[config.mk]
export PLATFORM = sky130hd
export DESIGN_NAME = lsu_ld_ctrl
export DESIGN_NICKNAME = d
export VERILOG_FILES = /design/src/rtl/lsu_ld_ctrl.sv
export SDC_FILE = /design/constraint.sdc
export NUM_CORES = 1
export LEC_CHECK = 0
export BUFFER_PORTS_ARGS = -buffer_cell sky130_fd_sc_hd__buf_2
export CELL_PAD_IN_SITES_DETAIL_PLACEMENT = 1
export CELL_PAD_IN_SITES_GLOBAL_PLACEMENT = 1
export CORE_ASPECT_RATIO = 1.75
export CORE_MARGIN = 10
export CORE_UTILIZATION = 38
export CTS_BUF_LIST = sky130_fd_sc_hd__clkbuf_8
export DETAILED_ROUTE_END_ITERATION = 8
export HOLD_SLACK_MARGIN = 0.03
export MAX_ROUTING_LAYER = met4
export PLACE_DENSITY_LB_ADDON = 0.05
export SLEW_MARGIN = 20
export SYNTH_ARGS = -nofsm -noshare
export SYNTH_HDL_FRONTEND = slang
export SYNTH_SLANG_ARGS = --single-unit
[constraint.sdc]
create_clock -name clk -period 3.24 [get_ports clk]
set_input_delay 0.162 -clock clk [delete_from_list [all_inputs] [get_ports clk]]
set_output_delay 0.162 -clock clk [all_outputs]
set_load 0.01 [all_outputs]
[src/rtl/lsu_ld_ctrl.sv]
// Load controller: accepts one load at a time, checks alignment, issues a
// word-aligned read with req/gnt handshake, then extracts and extends the
// requested byte/halfword/word for register writeback.
module lsu_ld_ctrl #(
  parameter int TIMEOUT = 64,
  parameter int TO_W    = 7
) (
  input  logic        clk,
  input  logic        reset,
  input  logic        ld_valid,
  output logic        ld_ready,
  input  logic [2:0]  ld_op,
  input  logic [31:0] ld_addr,
  input  logic [4:0]  ld_rd,
  input  logic        flush,
  output logic        mem_req,
  output logic [31:0] mem_addr,
  input  logic        mem_gnt,
  input  logic        mem_rvalid,
  input  logic [31:0] mem_rdata,
  output logic        wb_valid,
  output logic [4:0]  wb_rd,
  output logic [31:0] wb_data,
  output logic        ale,
  output logic        buserr,
  output logic        busy
);

  typedef enum logic [2:0] {S_IDLE, S_REQ, S_WAIT, S_DRAIN, S_RESP} state_t;

  typedef struct packed {
    logic [2:0] op;
    logic [1:0] off;
    logic [4:0] rd;
  } ld_cmd_t;

  // The timeout fires on the cycle whose increment brings the counter to
  // TIMEOUT-1, so buserr lands TIMEOUT cycles after the grant cycle.
  localparam logic [TO_W-1:0] TO_LAST = TO_W'(TIMEOUT - 2);

  state_t          state, state_nxt;
  ld_cmd_t         cmd_q;
  logic [TO_W-1:0] cnt;
  logic            acc, bad, legal, misal, to_hit, do_buserr, capture;
  logic [7:0]      byte_l;
  logic [15:0]     half_l;
  logic [31:0]     ext;

  assign ld_ready = (state == S_IDLE);
  assign busy     = (state != S_IDLE);
  assign mem_req  = (state == S_REQ);
  assign wb_valid = (state == S_RESP);

  // Decode the incoming command: legality and natural alignment.
  always_comb begin
    legal = 1'b1;
    misal = 1'b0;
    case (ld_op)
      3'b000, 3'b100: misal = 1'b0;
      3'b001, 3'b101: misal = ld_addr[0];
      3'b010:         misal = |ld_addr[1:0];
      default:        legal = 1'b0;
    endcase
    acc = (state == S_IDLE) && ld_valid && !flush;
    bad = !legal || misal;
  end

  assign to_hit    = (cnt == TO_LAST);
  assign do_buserr = (state == S_WAIT) && !mem_rvalid && !flush && to_hit;
  assign capture   = (state == S_WAIT) && mem_rvalid && !flush;

  // Little-endian lane select and sign/zero extension of the returned word.
  always_comb begin
    byte_l = mem_rdata[{cmd_q.off, 3'b000} +: 8];
    half_l = mem_rdata[{cmd_q.off[1], 4'b0000} +: 16];
    case (cmd_q.op)
      3'b000:  ext = {{24{byte_l[7]}}, byte_l};
      3'b100:  ext = {24'b0, byte_l};
      3'b001:  ext = {{16{half_l[15]}}, half_l};
      3'b101:  ext = {16'b0, half_l};
      default: ext = mem_rdata;
    endcase
  end

  // State register.
  always_ff @(posedge clk or posedge reset) begin
    if (reset) state <= S_IDLE;
    else       state <= state_nxt;
  end

  // Next-state logic; flush priority depends on whether the read was issued.
  always_comb begin
    state_nxt = state;
    case (state)
      S_IDLE:  if (acc && !bad) state_nxt = S_REQ;
      S_REQ: begin
        if (mem_gnt)    state_nxt = flush ? S_DRAIN : S_WAIT;
        else if (flush) state_nxt = S_IDLE;
      end
      S_WAIT: begin
        if (mem_rvalid)  state_nxt = flush ? S_IDLE : S_RESP;
        else if (flush)  state_nxt = S_DRAIN;
        else if (to_hit) state_nxt = S_DRAIN;
      end
      S_DRAIN: if (mem_rvalid) state_nxt = S_IDLE;
      S_RESP:  state_nxt = S_IDLE;
      default: state_nxt = S_IDLE;
    endcase
  end

  // Command latch, timeout counter, exception pulses and writeback data.
  always_ff @(posedge clk or posedge reset) begin
    if (reset) begin
      cmd_q    <= '0;
      mem_addr <= '0;
      cnt      <= '0;
      ale      <= 1'b0;
      buserr   <= 1'b0;
      wb_rd    <= '0;
      wb_data  <= '0;
    end else begin
      ale    <= acc && bad;
      buserr <= do_buserr;
      if (acc) begin
        cmd_q    <= '{op: ld_op, off: ld_addr[1:0], rd: ld_rd};
        mem_addr <= {ld_addr[31:2], 2'b00};
      end
      if (state == S_REQ && mem_gnt) cnt <= '0;
      else if (state == S_WAIT)      cnt <= cnt + 1'b1;
      if (capture) begin
        wb_data <= ext;
        wb_rd   <= cmd_q.rd;
      end
    end
  end

endmodule

=== Word-level counts from Yosys, hierarchy flattened ===
Index checks and enable logic that the tools add are counted.

* Shift-type cells: 2
* Reduce and logical (&&, ||, !) cells: 24
* Eq/ne operators: 16
* $add $sub $neg: 1
* Multiplexer cells: 15

{| class="wikitable"
|+ Operators by type and width
! operator !! number
|-
| case mux 32 bit (4 select lines) || 1
|-
| indexed part select 32 x 6 -> 16 bit || 1
|-
| indexed part select 32 x 6 -> 8 bit || 1
|-
| two-way mux 3 bit || 8
|-
| equality test 3 bit, second input constant || 5
|-
| two-way mux 7 bit || 2
|-
| case mux 3 bit (4 select lines) || 1
|-
| logical AND 1 bit || 10
|-
| equality test 3 x 1 -> 1 bit, second input constant || 3
|-
| equality test 3 x 2 -> 1 bit, second input constant || 3
|-
| logical NOT 3 bit || 3
|-
| adder 7 x 1 -> 7 bit, second input constant || 1
|-
| equality test 7 x 6 -> 1 bit, second input constant || 1
|-
| OR reduction 5 bit || 1
|-
| logical NOT 1 bit || 4
|-
| != test 4 bit, second input constant || 1
|-
| AND reduction 4 bit || 1
|-
| OR reduction 2 bit || 2
|-
| != test 3 x 2 -> 1 bit, second input constant || 1
|-
| nonzero test 3 bit || 1
|-
| two-way mux 1 bit || 2
|-
| != test 2 x 1 -> 1 bit, second input constant || 1
|-
| != test 2 bit, second input constant || 1
|-
| case mux 1 bit (2 select lines) || 1
|-
| other kinds (2) || 2
|}

* Logic and storage cells: 68
* Register bits after elaboration: 89
* Bits of input ports: 78
* Output and inout port bits: 75

=== Depth between registers and ports, before layout ===
Gate-level depths: netlist of run 1.

* Word-level depth: 9
* Depth in mapped cells: 7
* Gate-level depth less buffers: 5

=== Worst setup path after synthesis of run 1 ===
No wires, ideal clock.

* Path type: flip-flop to flip-flop
* Start: reg cmd_q[6] (netlist name)
* End: reg wb_data[12]
* Stages on the path, launching flop included: 5
* Required time: 3,122 ps
* Path slack: 1,649 ps
* Setup time: 118 ps
* Arrival: 1,473 ps
* Path through: dfrtp_1 -> mux4_2 -> a21oi_2 -> a221oi_1 -> a21o_1

* Longest elaborated chain between the ends: 2
* Elaborated cells on any way between the ends: 3

{| class="wikitable"
|+ RTL lines
! element !! RTL line !! source
|-
| start, declared || 42 || <nowiki>ld_cmd_t cmd_q;</nowiki>
|-
| start signal, assigned || 125 || <nowiki>cmd_q <= '{op: ld_op, off: ld_addr[1:0], rd: ld_rd};</nowiki>
|-
| indexed part select 32 x 6 -> 16 bit or indexed part select 32 x 6 -> 8 bit (tied branches) || 75, 74 ||
|-
| case mux 32 bit (4 select lines) (*) || 76 || <nowiki>case (cmd_q.op)</nowiki>
|-
| end signal, assigned || 131 || <nowiki>wb_data <= ext;</nowiki>
|-
| end, declared || 23 || <nowiki>output logic [31:0] wb_data,</nowiki>
|}

Mark *: on every way between the ends. The rest lies on a longest branch, timed or not.
A chain may end at the register's enable or synchronous reset.

=== Worst setup path in the final report of run 1 ===
* Start: reg state[1]
* End: reg cmd_q[8] (netlist name)

* Longest elaborated chain between the ends: 3

{| class="wikitable"
|+ RTL lines
! element !! RTL line !! source
|-
| start, declared || 41 || <nowiki>state_t state, state_nxt;</nowiki>
|-
| start signal, assigned || 88 || <nowiki>else state <= state_nxt;</nowiki>
|-
| logical NOT 3 bit || 64 || <nowiki>acc = (state == S_IDLE) && ld_valid && !flush;</nowiki>
|-
| logical AND 1 bit (2 in series) || 64 ||
|}

Every way passes these cells.

==> flow_summary.yaml, run 1 <==
floorplanning:
  floorplan.initialDensity_pct: 38.8
  core_region_area_um2: 10300
  number_of_top_level_design_ports: 153
  die-height_um: 156
  die_x_um: 97.5
  floorplan.die_area_um2: 15200
  fp-row-count: 49
global_routing:
  globalRouteTotalUtil_pct: 17.8
  grt_pass1_wl_mm: 21.3
  grt_pass1_vias: 3971
  grt_antenna_before_repair: 0
  pin_count_of_the_biggest_net_entering_global_routing: 90
  grt-ovfl-total: 0
drt:
  drtAntennaViolNets: 0
  detail_route.vias_per_cell: 5.06
  detailroute.via_count: 3443
  drt_pass1_iterations: 4
  detail_route.drc_violations: 0
  drt_iter0_markers: 92
  drt-total-wl_mm: 13.0
  wire_per_inst_um: 19.1
hold_path:
  worst_hold_path_type: "input pin to register"
cts:
  number_of_cts_inserted_buffers: 9
  clock_tree.buffer_depth: 2
  cts_tree: "built"
  path_clk_slew_ns: 0.09
  worstSkewPairLatency_ns: 0.37
  cts_root_buffer: "sky130_fd_sc_hd__clkbuf_8"
  cts.sinks: 89
  post_cts_hold_buffer_count: 37
  cts-htree-levels: 3
  cts_resized: 0
  post-cts-setup-buffers: 0
final_layout:
  layout_commonest_cell: "sky130_fd_sc_hd__buf_2"
  post_route_cells_drive_above_1_share_pct: 39.5
  finish.net_count: 629
  final.fill_count: 1212
  util_after_layout_pct: 52.5
  most-common-layout-cells: "150 x sky130_fd_sc_hd__buf_2, 89 x sky130_fd_sc_hd__dfrtp_1, 53 x sky130_fd_sc_hd__nand2_1"
  final_cell_count_no_fill: 681
  n_antenna_cell: 0
  areaGrowthSynthToFinish_pct: 35.6
worst_setup_path:
  setup.worst_path.class: "register to register"
  cp.arrival_ns: 2.50
  worst-path-max-fanout: 41
  worst_ep_required_time_ns: 3.49
  crit_path_start_kind: "register"
  worstSetupEndpointType: "register"
placement:
  dpl.cell_count: 628
  io_buffers: 150
  place.gp.congestion: 0.766
  post-dp-hpwl_mm: 9.60
yosys:
  yosysWarnings: 0
  netlist_instances: 370
  post_synth.cell_area_avg_um2: 10.8
  synth_cell_types: 43
  seq_area_frac_synth_pct: 55.8
  synth_seq_cells: 89
  synthesis.area_um2: 3990
timing:
  final_hold_viol_count: 0
  finalSetupViolCount: 0
  portion_of_the_clock_cycle_consumed_by_the_worst_path_in_the_final_layout_pct: 69.4
  rsz0062_at_grt: "no"
  slew_violations: 0
  fin_crit_ns: 2.25
  fin_skew_ns: 0.0101
  max_clock_freq_mhz: 445
  timing_worst_slew_pin_value_ns: 1.00
  setup_tns_ns: 0
  timing.max_slew.rel_slack_pct: 33.0
pwr:
  power_density_nw_per_um2: 879
  leakagePower_nw: 2.72
  ir_worst_vdd_uv: 470
run_status:
  status: "finished clean"
job:
  max-cap-violations: 0
## metal layers
layer  vias up  GRT usage, %  share of wire (%)
met1      1704          18.5                 38
li1       1622             -                  -
met3        10          5.01                6.0
met5         -             -                  0
met2       107          32.2                 55
met4         0          4.80               0.96
## cell usage after synthesis, drive strengths merged
| cell | instances | share of area, % |
|---|---|---|
| dfrtp | 89 | 56 |
| and3 | 3 | 0.47 |
| a22oi | 1 | 0.19 |
| buf | 12 | 1.7 |
| o21ba | 1 | 0.25 |
| o31a | 1 | 0.25 |
| mux4 | 1 | 0.56 |
| a31oi | 2 | 0.31 |
| nand2 | 53 | 5.0 |
| xor2 | 4 | 0.88 |
| a221oi | 8 | 1.8 |
| a211oi | 1 | 0.19 |
| nand3b | 1 | 0.19 |
| mux2 | 41 | 12 |
| nand2b | 7 | 1.1 |
| ha | 2 | 0.63 |
| nor3 | 1 | 0.13 |
| a21oi | 25 | 3.2 |
| xnor2 | 1 | 0.22 |
| and2 | 1 | 0.16 |
| a21o | 9 | 1.7 |
| o2bb2ai | 1 | 0.22 |
| nand3 | 2 | 0.25 |
| o21ai | 18 | 2.3 |
| nor3b | 5 | 1.1 |
| inv | 13 | 1.2 |
| clkbuf | 12 | 1.2 |
| conb | 1 | 0.094 |
| nand4 | 3 | 0.47 |
| or2 | 1 | 0.16 |
| nor4 | 1 | 0.16 |
| o41ai | 1 | 0.22 |
| mux2i | 8 | 2.0 |
| or3 | 9 | 1.4 |
| o31ai | 1 | 0.19 |
| nor2 | 29 | 2.7 |
| nor2b | 1 | 0.16 |
## kinds of logic (layout without fill, tap and decap cells)
logic type,Yosys count,count (layout),synth area share [%]
AOI/OAI and AO/OA,69,69,10.8
and+or+nand+nor,117,117,13.4
other,1,2,0.0940
DFF,89,89,55.8
xor gates and xnor gates,5,5,1.10
adders and majority gates,2,2,0.627
muxes,50,50,14.1
buffers and inverters,37,220,4.08
## metrics by stage
step | total power [mW] | worst slack (ns) | hold WS [ns] | instance area, um^2
finish | 4.75 | 0.991 | 0.0477 | 5410
global route | 5.14 | 0.715 | 0.0322 | 5410
CTS | 4.84 | 0.921 | 0.0323 | 5410
detailed placement | 3.99 | 0.925 | 0.312 | 4840
global placement | 3.89 | 1.02 | 0.301 | 4840
floorplan | 3.13 | 0.771 | 0.300 | 4000
## report_power, final
| part | internal, mW | total (mW) | switching [mW] |
|---|---|---|---|
| Combinational | 0.918 | 1.94 | 1.02 |
| Clock | 0.364 | 0.802 | 0.439 |
| Sequential | 1.62 | 2.01 | 0.398 |
## area by class of cell
cell class | instances | area, um^2 | area share, %
inverters | 13 | 50.0 | 0.925
well taps | 127 | 159 | 2.94
repair buffers | 191 | 1160 | 21.5
clock inverters | 7 | 77.6 | 1.43
flip-flops and latches | 89 | 2230 | 41.2
clock buffers | 9 | 124 | 2.29
multi-input cells | 245 | 1610 | 29.8
## state kept, by name, summed over array words and instances, names as in the netlist
| signal | flops |
|---|---|
| wb_rd | 5 |
| cnt | 7 |
| wb_data | 32 |
| mem_addr | 30 |
| buserr | 1 |
| ale | 1 |
| state | 3 |
| cmd_q | 10 |
## critical path: stages (launching register included)
cell and delay (ns):
sky130_fd_sc_hd__dfrtp_1 0.47, sky130_fd_sc_hd__nor2_1 0.26, sky130_fd_sc_hd__nand3_2 0.80, sky130_fd_sc_hd__mux2_2 0.59
## path summary, 6_finish.rpt
path	to	slack [ns]	cells past startpoint	start
worst max-delay path	cmd_q[8]	0.99	3	state[1]
worst min-delay path	cmd_q[6]	0.05	2	ld_addr[1]
worst max register to register	cmd_q[8]	0.99	3	state[1]
worst min register to register	wb_rd[4]	0.48	2	cmd_q[4]
max in group asynchronous	wb_data[23]	2.42	4	reset
min in group asynchronous	cnt[0]	0.43	4	reset
Note: power is estimated with default switching activity, not from simulation.
==> run 2: changes to the inputs <==
--- a/config.mk
+++ b/config.mk
@@ -5,6 +5,7 @@
 export SDC_FILE = /design/constraint.sdc
 export NUM_CORES = 1
 export LEC_CHECK = 0
+export ABC_AREA = 1
 export BUFFER_PORTS_ARGS = -buffer_cell sky130_fd_sc_hd__buf_2
 export CELL_PAD_IN_SITES_DETAIL_PLACEMENT = 1
 export CELL_PAD_IN_SITES_GLOBAL_PLACEMENT = 1
==> constraint.sdc (replaced) <==
create_clock -name clk -period 2.25 [get_ports clk]
set_input_delay 0.1125 -clock clk [delete_from_list [all_inputs] [get_ports clk]]
set_output_delay 0.1125 -clock clk [all_outputs]
set_load 0.01 [all_outputs]
==> run 2 against run 1 <==
- power grew 49%
- global-route usage grew 0.39 points
- worst hold slack lost 0.0048 ns
- critical path depth grew 4
- clock skew is essentially flat
- register-to-register slack lost 0.52 ns
- first-iteration DRC count grew 25%
- sequential power grew 35%
- wire length grew 9.0%
- synthesized area grew 12%
- critical path type unchanged
- largest power group is now combinational cells
==> flow_summary.yaml, run 2 <==
global_routing:
  grt_antenna_before_repair: 2
  globalRouteTotalUtil_pct: 18.2
  grt-ovfl-total: 0
  grt_pass1_wl_mm: 23.2
  grt_pass1_vias: 4628
  pin_count_of_the_biggest_net_entering_global_routing: 45
yosys:
  seq_area_frac_synth_pct: 50.0
  synth-edff-count: 0
  synth_seq_cells: 89
  synth_area_leaders: "sky130_fd_sc_hd__dfrtp_1 50%, sky130_fd_sc_hd__nand2_1 11%, sky130_fd_sc_hd__mux2_2 8.3%, sky130_fd_sc_hd__inv_1 5.4%, sky130_fd_sc_hd__o21ai_0 3.8%"
  yosysWarnings: 0
  ys_top_cells_by_count: "129 x sky130_fd_sc_hd__nand2_1, 89 x sky130_fd_sc_hd__dfrtp_1, 64 x sky130_fd_sc_hd__inv_1, 34 x sky130_fd_sc_hd__o21ai_0, 33 x sky130_fd_sc_hd__mux2_2"
  synth.top_cell.area_share_pct: 50.0
  synthesis.area_um2: 4450
  synth-async-reset-ratio_pct: 100
  synth-main-ff-cell: "sky130_fd_sc_hd__dfrtp_1"
  synthDominantAreaCellType: "sky130_fd_sc_hd__dfrtp_1"
  post_synth.cell_area_avg_um2: 8.76
  yosysMostFrequentCell: "sky130_fd_sc_hd__nand2_1"
  netlist_instances: 508
  synth_cell_types: 32
timing:
  final_hold_viol_count: 0
  portion_of_the_clock_cycle_consumed_by_the_worst_path_in_the_final_layout_pct: 79.1
  finalSetupViolCount: 0
  max_clock_freq_mhz: 562
  timing_worst_slew_pin_value_ns: 0.758
  rsz0062_at_grt: "no"
  fin_skew_ns: 0.00973
  timing.max_slew.rel_slack_pct: 49.3
  fin_crit_ns: 1.78
  final.hold.worst_slack_ns: 0.0429
  setup_tns_ns: 0
  slew_violations: 0
  timing.final.ws_setup_ns: 0.470
floorplanning:
  floorplan.die_area_um2: 16600
  number_of_top_level_design_ports: 153
  die_x_um: 102
  core_region_area_um2: 11500
  die-height_um: 163
  fp-row-count: 52
  floorplan.initialDensity_pct: 38.6
drt:
  detail_route.drc_violations: 0
  drt_iter0_markers: 115
  detailroute.via_count: 4068
  drt_pass1_iterations: 6
  detail_route.vias_per_cell: 4.88
  drtAntennaViolNets: 0
  wire_per_inst_um: 17.0
  drt-total-wl_mm: 14.2
pwr:
  clockPowerShare_pct: 17.5
  power_density_nw_per_um2: 1200
  post-layout-total-power_mw: 7.09
  pwr-share-comb_pct: 44.2
  swShare_pct: 39.7
  sequentialPowerShare_pct: 38.3
  power_report.internal_total_mw: 4.28
  switchingPower_mw: 2.82
  ir_worst_vdd_uv: 656
  leakagePower_nw: 3.10
final_layout:
  post_route_cells_drive_above_1_share_pct: 33.1
  finish.net_count: 770
  areaGrowthSynthToFinish_pct: 32.8
  registers.top_by_ff_count: "wb_data"
  layout_commonest_cell: "sky130_fd_sc_hd__buf_2"
  largest_register_ff_count: 32
  most-common-layout-cells: "150 x sky130_fd_sc_hd__buf_2, 129 x sky130_fd_sc_hd__nand2_1, 89 x sky130_fd_sc_hd__dfrtp_1"
  util_after_layout_pct: 51.3
  biggestRegsByFlops: "wb_data: 32 flops, mem_addr: 30 flops, cmd_q: 10 flops"
cts:
  path_clk_slew_ns: 0.10
  cts-htree-levels: 3
  cts_root_buffer: "sky130_fd_sc_hd__clkbuf_8"
  cts_tree: "built"
  clock_tree.buffer_depth: 2
  cts.sinks: 89
  post-cts-setup-buffers: 0
  number_of_cts_inserted_buffers: 9
  cts_resized: 0
  worstSkewPairLatency_ns: 0.37
job:
  max-cap-violations: 0
worst_setup_path:
  reg2reg_slack_ns: 0.47
  timing.reg2reg.worst_path_depth: 7
  worst_r2r_endpoint: "wb_data[10]"
  setup.worst_path.class: "register to register"
  worstSetupEndpointType: "register"
  cp.arrival_ns: 2.09
  worst_r2r_startpoint: "state[2]"
  worst-path-max-fanout: 19
  crit_path_start_kind: "register"
  worst_ep_required_time_ns: 2.56
run_status:
  status: "finished clean"
placement:
  place.gp.congestion: 0.815
  place_ws_ns: 0.465
  post-dp-hpwl_mm: 10.7
  io_buffers: 150
hold_path:
  worstHoldStart: "ld_addr[0]"
  worst_hold_path_type: "input pin to register"
  timing.hold.worst_path_depth: 3
  holdPathEnd: "cmd_q[5]"
[run 2: layout make-up]
class,instances,area [um^2]
timing repair buffer,197,1230
inverter,66,251
tap,135,169
clock inverter,7,95.1
fill,1415,5600
sequential,89,2230
antenna,3,7.51
clock buffer,9,124
multi-input combinational,327,1810
[run 2: worst max path at each step]
stage / from / endpoint / depth (start not counted)
2_1_floorplan: state[0] / mem_addr[30] / 4
3_3_place_gp: cmd_q[5] / wb_data[11] / 8
3_5_place_dp: state[2] / wb_data[12] / 7
4_1_cts: state[2] / wb_data[12] / 7
5_1_grt: cmd_q[5] / wb_data[20] / 8
6_report: state[2] / wb_data[10] / 7
[run 2: critical path, stage by stage (launching register included)]
cell and delay, ns:
sky130_fd_sc_hd__dfrtp_1 0.41, sky130_fd_sc_hd__inv_1 0.14, sky130_fd_sc_hd__nand3_2 0.12, sky130_fd_sc_hd__nor2_4 0.10
sky130_fd_sc_hd__clkinv_1 0.48, sky130_fd_sc_hd__a21oi_1 0.30, sky130_fd_sc_hd__nand2_1 0.09, sky130_fd_sc_hd__nand2_1 0.06
[run 2: logic make-up (layout without fill, tap and decap cells)]
family | count (synthesis) | count (layout) | synth area share [%]
flops | 89 | 89 | 50.0
fa+ha+maj | 2 | 2 | 0.562
simple gates | 215 | 215 | 21.6
compound gates | 71 | 71 | 9.05
buf+inv | 93 | 279 | 9.33
other cells | 1 | 5 | 0.0843
mux | 37 | 37 | 9.36
[run 2: power by group through the flow]
| stage | combinational, mW | clock, mW | sequential [mW] |
|---|---|---|---|
| 4_1_cts | 3.20 | 1.28 | 2.73 |
| 2_1_floorplan | 1.68 | 0 | 2.98 |
| 3_3_place_gp | 3.06 | 0 | 2.71 |
| 3_5_place_dp | 3.13 | 0 | 2.76 |
| 5_1_grt | 3.54 | 1.33 | 2.82 |
| 6_report | 3.14 | 1.24 | 2.72 |
[run 2: layer usage]
layer	up-vias	track usage, %	share of wire, %
met5	-	-	0
met4	0	7.12	2.2
met3	22	5.58	7.2
met2	100	31.5	53
met1	1956	18.7	37
li1	1990	-	-
[run 2: repair_timing]
| action | CTS | global route |
|---|---|---|
| endpoints found under the setup margin | 0 | 0 |
| endpoints found under the hold margin | 66 | 0 |
| hold buffers | 39 | 0 |
[run 2: per-stage QoR]
stage	instance area, um^2	std cells
finish	5910	833
global route	5910	833
CTS	5900	830
detailed placement	5300	775
global placement	5300	775
floorplan	4460	509
==> run 3: changes to the inputs <==
--- a/config.mk
+++ b/config.mk
@@ -11,7 +11,7 @@
 export CELL_PAD_IN_SITES_GLOBAL_PLACEMENT = 1
 export CORE_ASPECT_RATIO = 1.75
 export CORE_MARGIN = 10
-export CORE_UTILIZATION = 38
+export CORE_UTILIZATION = 34
 export CTS_BUF_LIST = sky130_fd_sc_hd__clkbuf_8
 export DETAILED_ROUTE_END_ITERATION = 8
 export HOLD_SLACK_MARGIN = 0.03
==> constraint.sdc (replaced) <==
create_clock -name clk -period 1.5 [get_ports clk]
set_input_delay 0.075 -clock clk [delete_from_list [all_inputs] [get_ports clk]]
set_output_delay 0.075 -clock clk [all_outputs]
set_load 0.01 [all_outputs]
==> run 3 against run 2 <==
- the run now ends with negative setup slack left
- clock-buffer cell count is the same
- die area grew 9.8%
- global-route usage shrank 1.2 points
- worst setup slack lost 0.51 ns
- sequential power grew 51%
- utilization shrank 2.9 points
- final area grew 5.5%
- combinational power grew 67%
- via count grew 2.5%
- worst hold slack gained 0.00060 ns
- critical endpoint is now wb_valid
- largest cell class unchanged
- largest power group unchanged
==> flow_summary.yaml, run 3 (synthesis gave the netlist of run 2 again) <==
run_status:
  status: "finished with violations"
  failing_checks: "negative setup slack"
final_layout:
  multi_input_comb_area_um2: 1870
  final-seq-area_um2: 2230
  finish.net_count: 791
  layout_commonest_cell: "sky130_fd_sc_hd__buf_2"
  final_cell_area_um2: 6240
  largest_register_ff_count: 32
  most-common-layout-cells: "149 x sky130_fd_sc_hd__buf_2, 129 x sky130_fd_sc_hd__nand2_1, 84 x sky130_fd_sc_hd__dfrtp_1"
  final.fill_count: 1582
  post_route_cells_drive_above_1_share_pct: 37.4
  registers.top_by_ff_count: "wb_data"
  biggestRegsByFlops: "wb_data: 32 flops, mem_addr: 30 flops, cmd_q: 10 flops"
  areaGrowthSynthToFinish_pct: 40.1
worst_setup_path:
  worst-path-max-fanout: 3
  critical_path.slowest_cell: "sky130_fd_sc_hd__dfrtp_2"
  cp.arrival_ns: 1.46
  setup.worst_path.class: "register to primary output"
  worstSetupEndpointType: "primary output"
  worstPathCellList: "buf_4, nor3_1, buf_2"
  crit_path_start_kind: "register"
  worst_ep_required_time_ns: 1.42
  delay_of_the_slowest_critical_path_stage_ns: 0.45
pwr:
  post-layout-total-power_mw: 11.0
  switchingPower_mw: 4.51
  swShare_pct: 41.0
  leakagePower_nw: 3.24
  power_report.internal_total_mw: 6.49
  power_density_nw_per_um2: 1760
  clockPowerShare_pct: 14.9
  pwr-share-comb_pct: 47.6
  ir_worst_vdd_uv: 1060
  sequentialPowerShare_pct: 37.5
timing:
  final_hold_viol_count: 0
  finalSetupViolCount: 1
  timing.final.ws_setup_ns: -0.0396
  fin_crit_ns: 1.54
  max_clock_freq_mhz: 650
  fin_skew_ns: 0.0124
  final.hold.worst_slack_ns: 0.0435
  slew_violations: 0
  setup_tns_ns: -0.0396
  rsz0062_at_grt: "yes"
  portion_of_the_clock_cycle_consumed_by_the_worst_path_in_the_final_layout_pct: 103
drt:
  met3WireLength_um: 852
  highest-signal-layer: "met4"
  drt-total-wl_mm: 15.0
  wire_per_inst_um: 16.8
  detail_route.vias_per_cell: 4.69
  drt_pass1_iterations: 4
  drt_iter0_markers: 132
  drtAntennaViolNets: 0
  detailroute.via_count: 4171
  m1WireLength_mm: 5.76
  detail_route.drc_violations: 0
  wl_met2_mm: 8.08
global_routing:
  grt_pass1_vias: 4765
  globalRouteTotalUtil_pct: 17.1
  pin_count_of_the_biggest_net_entering_global_routing: 56
  grt-ovfl-total: 0
  grt_antenna_before_repair: 2
  grt_pass1_wl_mm: 24.1
placement:
  place.gp.congestion: 0.787
  post-dp-hpwl_mm: 11.1
  place_ws_ns: -0.0661
  dpl-instance-area_um2: 5480
  io_buffers: 150
cts:
  path_clk_slew_ns: 0.10
  cts_root_buffer: "sky130_fd_sc_hd__clkbuf_8"
  clock_tree.buffer_depth: 2
  cts.sinks: 89
  number_of_cts_inserted_buffers: 9
  worstSkewPairLatency_ns: 0.38
  cts-htree-levels: 3
  cts_tree: "built"
job:
  max-cap-violations: 0
floorplanning:
  die-height_um: 171
  number_of_top_level_design_ports: 153
  floorplan.initialDensity_pct: 34.6
  core_region_area_um2: 12900
  die_x_um: 106
  floorplan.die_area_um2: 18200
  fp-row-count: 55
hold_path:
  worst_hold_path_type: "input pin to register"
==> run 3: changes by cell type in the layout (fill, tap and decap cells not counted), sizes merged <==
cell | before | now
diode | 3 | 2
buf | 158 | 176
dlygate4sd3 | 39 | 42
bufinv | 2 | 0
inv | 66 | 69
clkinv | 1 | 0
==> run 3: area by class of cell <==
| type | instances | share of cell area (%) |
|---|---|---|
| Inverter | 66 | 4.11 |
| Multi-Input combinational cell | 327 | 29.9 |
| Timing Repair Buffer | 218 | 23.7 |
| Antenna cell | 2 | 0.0803 |
| Clock inverter | 7 | 1.00 |
| Clock buffer | 9 | 1.99 |
| Sequential cell | 89 | 35.8 |
| Tap cell | 171 | 3.43 |
==> run 3: worst paths after layout <==
check	from	to	slack (ns)	depth (start not counted)
worst min register to register	wb_rd[3]	wb_rd[3]	0.49	2
min in group asynchronous	reset	mem_addr[4]	0.35	4
max in group asynchronous	reset	wb_data[11]	0.75	4
worst max-delay path	state[0]	wb_valid	-0.04	3
worst max register to register	state[1]	mem_addr[30]	0.03	4
worst min-delay path	mem_rvalid	buserr	0.04	4
==> run 3: through the flow <==
step / std cells / util (%)
5_1_grt: 889 / 48.5
2_1_floorplan: 509 / -
3_3_place_gp: 823 / 42.6
3_5_place_dp: 823 / 42.6
6_report: 889 / 48.5
4_1_cts: 884 / 47.7
==> run 3: power groups by stage <==
stage	logic (mW)	clock network (mW)	registers, mW
2_1_floorplan	2.51	0	4.47
3_3_place_gp	4.91	0	4.09
3_5_place_dp	5.02	0	4.14
4_1_cts	5.25	1.70	4.10
5_1_grt	5.85	1.80	4.27
6_report	5.23	1.64	4.12
==> run 3: repair_timing <==
action / CTS / global route
pin swaps: 2 / 4
buffers inserted: 3 / 3
endpoints found under the setup margin: 34 / 65
endpoints found under the hold margin: 130 / 0
hold buffers: 42 / 0
gates resized for setup: 10 / 24
==> run 3: critical path, delay by kind of cell, from the launching register on <==
| family | cells | cell delay, ns |
|---|---|---|
| simple gates | 1 | 0.29 |
| flops | 1 | 0.45 |
| buf+inv | 2 | 0.35 |
==> run 3: routing by layer <==
layer	global-route usage, %	vias to the layer above
met1	17.9	2020
met3	4.72	21
li1	-	2032
met5	-	-
met2	29.9	98
met4	6.27	0
